==> src/rtl/data_ram_ctl.sv <==
// Parametrised single-port data RAM with byte enables, valid/ready handshake,
// selectable read-during-write and a post-reset clear sequencer.

module data_ram_ctl_lane #(
  parameter int         ADDR_W    = 8,
  parameter int         DEPTH     = 256,
  parameter int         RDW_MODE  = 0,
  parameter logic [7:0] INIT_BYTE = '0
) (
  input  logic              clk,
  input  logic              rst,
  input  logic              clr_en,
  input  logic [ADDR_W-1:0] clr_ptr,
  input  logic              acc_en,
  input  logic              acc_we,
  input  logic              acc_be,
  input  logic              acc_oor,
  input  logic [ADDR_W-1:0] acc_addr,
  input  logic [7:0]        acc_wdata,
  output logic [7:0]        rbyte
);
  logic [7:0] mem [DEPTH];
  logic       wr_acc;
  logic [7:0] old_byte, new_byte;

  assign wr_acc   = acc_en & acc_we & acc_be & ~acc_oor;
  // Out-of-range accesses read as zero and never touch the array.
  assign old_byte = acc_oor ? 8'h00 : mem[acc_addr];
  assign new_byte = wr_acc ? acc_wdata : old_byte;

  // No reset branch: contents survive rst, only the sequencer rewrites them.
  always_ff @(posedge clk) begin
    if (clr_en)      mem[clr_ptr]  <= INIT_BYTE;
    else if (wr_acc) mem[acc_addr] <= acc_wdata;
  end

  always_ff @(posedge clk) begin
    if (rst)         rbyte <= '0;
    else if (acc_en) rbyte <= (RDW_MODE == 1) ? new_byte : old_byte;
  end
endmodule

module data_ram_ctl #(
  parameter int                DATA_W   = 8,
  parameter int                ADDR_W   = 8,
  parameter int                DEPTH    = 256,
  parameter int                RDW_MODE = 0,
  parameter logic [DATA_W-1:0] INIT_VAL = '0
) (
  input  logic                  clk,
  input  logic                  rst,
  input  logic                  req_valid,
  output logic                  req_ready,
  input  logic                  we,
  input  logic [DATA_W/8-1:0]   be,
  input  logic [ADDR_W-1:0]     addr,
  input  logic [DATA_W-1:0]     wdata,
  output logic [DATA_W-1:0]     rdata,
  output logic                  rdata_valid,
  output logic                  init_busy,
  output logic                  err
);
  localparam int NUM_LANES = DATA_W / 8;
  localparam logic [ADDR_W-1:0] LAST = ADDR_W'(DEPTH - 1);

  typedef enum logic {CLEAR, READY} state_t;

  state_t                        state, state_nxt;
  logic [ADDR_W-1:0]             ptr, ptr_nxt;
  logic                          clr_en, acc_en, oor;
  logic [NUM_LANES-1:0][7:0]     rd_lanes;
  logic [NUM_LANES-1:0][7:0]     wd_lanes;

  // Compare one bit wider so DEPTH == 2**ADDR_W cannot wrap to zero.
  assign oor       = ({1'b0, addr} >= (ADDR_W+1)'(DEPTH));
  assign req_ready = (state == READY) & ~rst;
  assign init_busy = (state == CLEAR) | rst;
  assign acc_en    = req_valid & req_ready;
  assign wd_lanes  = wdata;
  assign rdata     = rd_lanes;

  always_ff @(posedge clk) begin
    if (rst) begin
      state <= CLEAR;
      ptr   <= '0;
    end else begin
      state <= state_nxt;
      ptr   <= ptr_nxt;
    end
  end

  always_comb begin
    state_nxt = state;
    ptr_nxt   = ptr;
    clr_en    = 1'b0;
    case (state)
      CLEAR: begin
        clr_en  = ~rst;
        ptr_nxt = ptr + 1'b1;
        if (ptr == LAST) state_nxt = READY;
      end
      default: ;
    endcase
  end

  always_ff @(posedge clk) begin
    if (rst) begin
      rdata_valid <= 1'b0;
      err         <= 1'b0;
    end else begin
      rdata_valid <= acc_en;
      err         <= acc_en & oor;
    end
  end

  for (genvar g = 0; g < NUM_LANES; g++) begin : g_lane
    data_ram_ctl_lane #(
      .ADDR_W    (ADDR_W),
      .DEPTH     (DEPTH),
      .RDW_MODE  (RDW_MODE),
      .INIT_BYTE (INIT_VAL[8*g +: 8])
    ) u_lane (
      .clk       (clk),
      .rst       (rst),
      .clr_en    (clr_en),
      .clr_ptr   (ptr),
      .acc_en    (acc_en),
      .acc_we    (we),
      .acc_be    (be[g]),
      .acc_oor   (oor),
      .acc_addr  (addr),
      .acc_wdata (wd_lanes[g]),
      .rbyte     (rd_lanes[g])
    );
  end
endmodule
==> config.mk <==
export PLATFORM = sky130hd
export DESIGN_NAME = data_ram_ctl
export DESIGN_NICKNAME = d
export VERILOG_FILES = /design/src/rtl/data_ram_ctl.sv
export SDC_FILE = /design/constraint.sdc
export NUM_CORES = 2
export LEC_CHECK = 0
export CAP_MARGIN = 25
export CORE_UTILIZATION = 60
export CTS_CLUSTER_SIZE = 10
export DETAILED_ROUTE_END_ITERATION = 8
export PLACE_DENSITY = 0.77
export RECOVER_POWER = 25
export SKIP_LAST_GASP = 1
export SLEW_MARGIN = 20
export SYNTH_ARGS = -nofsm -noshare
export SYNTH_HDL_FRONTEND = slang
export SYNTH_SLANG_ARGS = --single-unit
==> constraint.sdc <==
create_clock -name clk -period 8.2 [get_ports clk]
set_clock_uncertainty 0.2 [all_clocks]
set_input_delay 0.82 -clock clk [delete_from_list [all_inputs] [get_ports clk]]
set_output_delay 0.82 -clock clk [all_outputs]
set_load 0.03 [all_outputs]
==> reports/metrics.csv <==
metric,value,unit
setup_viol,0,
grt_max_degree,173,
holdPathEnd,ptr[0]$_SDFFE_PP0N_,
cts_tree,yes,
rr_endpoint,g_lane[0].u_lane.mem[31][1]$_DFFE_PP_,
finish.utilization,0.666,
clkLatencyLatePin,860,ps
violations,"DRC, capacitance limit, slew limit",
critPathSlowestCell,clkbuf_2,
syn-num-nets,3858,
syn_inst,3836,
syn_area_per_cell,21.1,µm²
grt_overflow,0,
synth_fa_ha_area_frac,0.000155,
p_per_area,236,nW/µm²
yosysUniqueCellTypes,61,
synth_top_family_by_area,multiplexers,
numPortBuffers,31,
seq_area_frac_synth,0.765,
vias_per_cell,7.20,
layout.nets,3972,
crit_fanout,112,
worstSetupPathType,input pin to flop,
htreeDepth,4,
row_count,134,
end_kind,flop,
status,finished with violations,
initial_core_util,0.605,
vdd_ir_drop_max,194,µV
synth-compound-area-share,0.0274,
synth-seq-cells,2066,
drt_pass1_iterations,9,
timing.fmax,161,MHz
rsz0062_at_grt,no,
syn_to_final_growth,9.94,%
worstMarginPinSlew,2840,ps
synth_top_area_share,0.760,
die_h,369,µm
cts_hold_buf,0,
antenna_found_initial,7,
antenna_left,0,
drv_slew,234,
reg2reg_slack,2240,ps
coreArea,134000,µm²
ff2ff_path_depth,5,
drv_cap,4,
vias,41789,
num_io_pins,33,
crit_required,8230,ps
drc,24,
ys_dominant_reg_cell,edfxtp_1,
crit_chain,"dlygate4sd3_1, and2b_4, and2_0, and3_1, and2_4, clkbuf_2",
cts.clk_slew.worst_paths,50,ps
period_needed,6220,ps
netlist_area,80900,µm²
gr-usage-all-layers,0.319,
fin_ws,1980,ps
max_stage_delay,2040,ps
startpoint_type,input pin,
clockRootBuffer,clkbuf_16,
finalWirelength,214,mm
cts_buffer_depth,3,
grt_pass1_wl,304,mm
setup_tns,0,ps
place_hpwl,126,mm
ys_top_cells_by_area,"edfxtp_1, mux4_2, mux2i_1",
grt_pass1_vias,41153,
muxShareOfSynthArea,0.158,
clock_sinks,2066,
wl_per_cell,36.9,µm
post-cts-setup-buffers,0,
holdPathStages,2,
dr.first_iter.drc_count,7046,
hp-start,ptr[0]$_SDFFE_PP0N_,
cts_resized,0,
synth_xor_area_frac,0.000758,
hold_viol,0,
post-route-period-util,0.759,
yosys.area_share.simple,0.0295,
async_flop_share,0,
placed_cell_area,82700,µm²
r2r_start,state$_SDFF_PP0_,
drive_gt1_frac,0.211,
final_area,88900,µm²
routabilityCongestion,0.984,
arrival,6250,ps
hold_class,flop to flop,
synth_top_area_cell,edfxtp_1,
yosys_warnings,0,
fin_hold_ws,439,ps
dieArea,136000,µm²
die_w,369,µm
cts_buffers,226,
synth_edf_count,2048,
slew-limit-headroom,-0.891,
pre_cts_slack,2200,ps
p_leak,32.3,nW
## synthesized netlist by cell type (6+ instances only)
master and count:
a22oi_1 37, nand4_1 6, buf_4 31, buf_6 34
or2_2 19, a211oi_1 12, xor2_1 6, nand3b_1 6
nor2b_1 12, nor2_1 317, a21oi_1 52, clkbuf_1 74
nand2_1 47, nor4_1 7, edfxtp_1 2048, mux2i_1 203
nand2b_1 8, o22ai_1 52, and2_1 22, buf_2 58
nor3_1 16, mux4_2 477, buf_8 11, o221ai_1 69
buf_12 7, buf_1 13, nand3_1 33, a31oi_1 17
dfxtp_1 18, or3_1 23, a221oi_1 6, o21ai_0 25
## routing by layer
metal	up-vias	part of all wire	track usage
li1	16174	-	-
met3	623	0.15	0.108
met2	3640	0.45	0.464
met5	-	0.00023	0
met1	21344	0.35	0.442
met4	8	0.051	0.147
## report_power, final
group | switching (mW) | total, mW | internal [mW]
clock network | 3.85 | 8.94 | 5.09
logic | 0.410 | 0.615 | 0.206
registers | 0.00485 | 11.4 | 11.4
total | 4.27 | 21.0 | 16.7
## worst max-delay path: cells and delay by family
family | cells | cell delay, ps
and+or+nand+nor | 4 | 2430
buffers and inverters | 2 | 2790
## sequential cells by signal, summed over array words and instances (netlist names)
register	flops
g_lane.u_lane.rbyte	8
ptr	8
state	1
rdata_valid	1
g_lane.u_lane.mem	2048
## kinds of logic (layout without fill, tap and decap cells)
kind of cell	Yosys count	after routing
xor gates and xnor gates	7	7
other	1	7
and+or+nand+nor	532	532
DFF	2066	2066
muxes	683	683
buffers and inverters	233	425
AOI/OAI and AO/OA	313	313
adders and majority gates	1	1
## stage by stage
step | power (mW) | std cells
2_1_floorplan | 12.1 | 3836
3_3_place_gp | 12.2 | 5487
3_5_place_dp | 12.3 | 5487
4_1_cts | 21.0 | 5793
5_1_grt | 21.4 | 5796
6_report | 21.0 | 5802
## cell type report
cell class | count | area [µm²]
clock buffers | 295 | 6020
repair buffers | 114 | 1110
diodes | 6 | 15.0
clock inverters | 11 | 186
fillers | 7995 | 44700
well taps | 1768 | 2210
flip-flops and latches | 2066 | 61900
inverters | 5 | 21.3
multi-input cells | 1537 | 17500
## worst max-delay path by stage
stage	from	to	slack, ps	depth (start not counted)
floorplan	rst	g_lane[0].u_lane.mem[0][0]$_DFFE_PP_	1820	8
finish	rst	g_lane[0].u_lane.mem[31][1]$_DFFE_PP_	1980	6
CTS	rst	g_lane[0].u_lane.mem[58][2]$_DFFE_PP_	3050	8
global placement	rst	g_lane[0].u_lane.mem[160][0]$_DFFE_PP_	2270	7
global route	rst	g_lane[0].u_lane.mem[26][1]$_DFFE_PP_	1830	6
detailed placement	rst	g_lane[0].u_lane.mem[186][1]$_DFFE_PP_	2200	8
## placed cells by master, fill, tap and decap left out, types with 21 or more instances in the layout
cell type	Yosys	routed
nand3_1	33	33
o21ai_0	25	24
clkbuf_16	0	231
nand2_1	47	47
or3_1	23	21
buf_4	31	67
mux4_2	477	477
o22ai_1	52	52
nor2_1	317	316
mux2i_1	203	203
a22oi_1	37	37
edfxtp_1	2048	2048
clkbuf_1	74	65
o221ai_1	69	69
a21oi_1	52	52
Power figures use the tool's default switching activity.
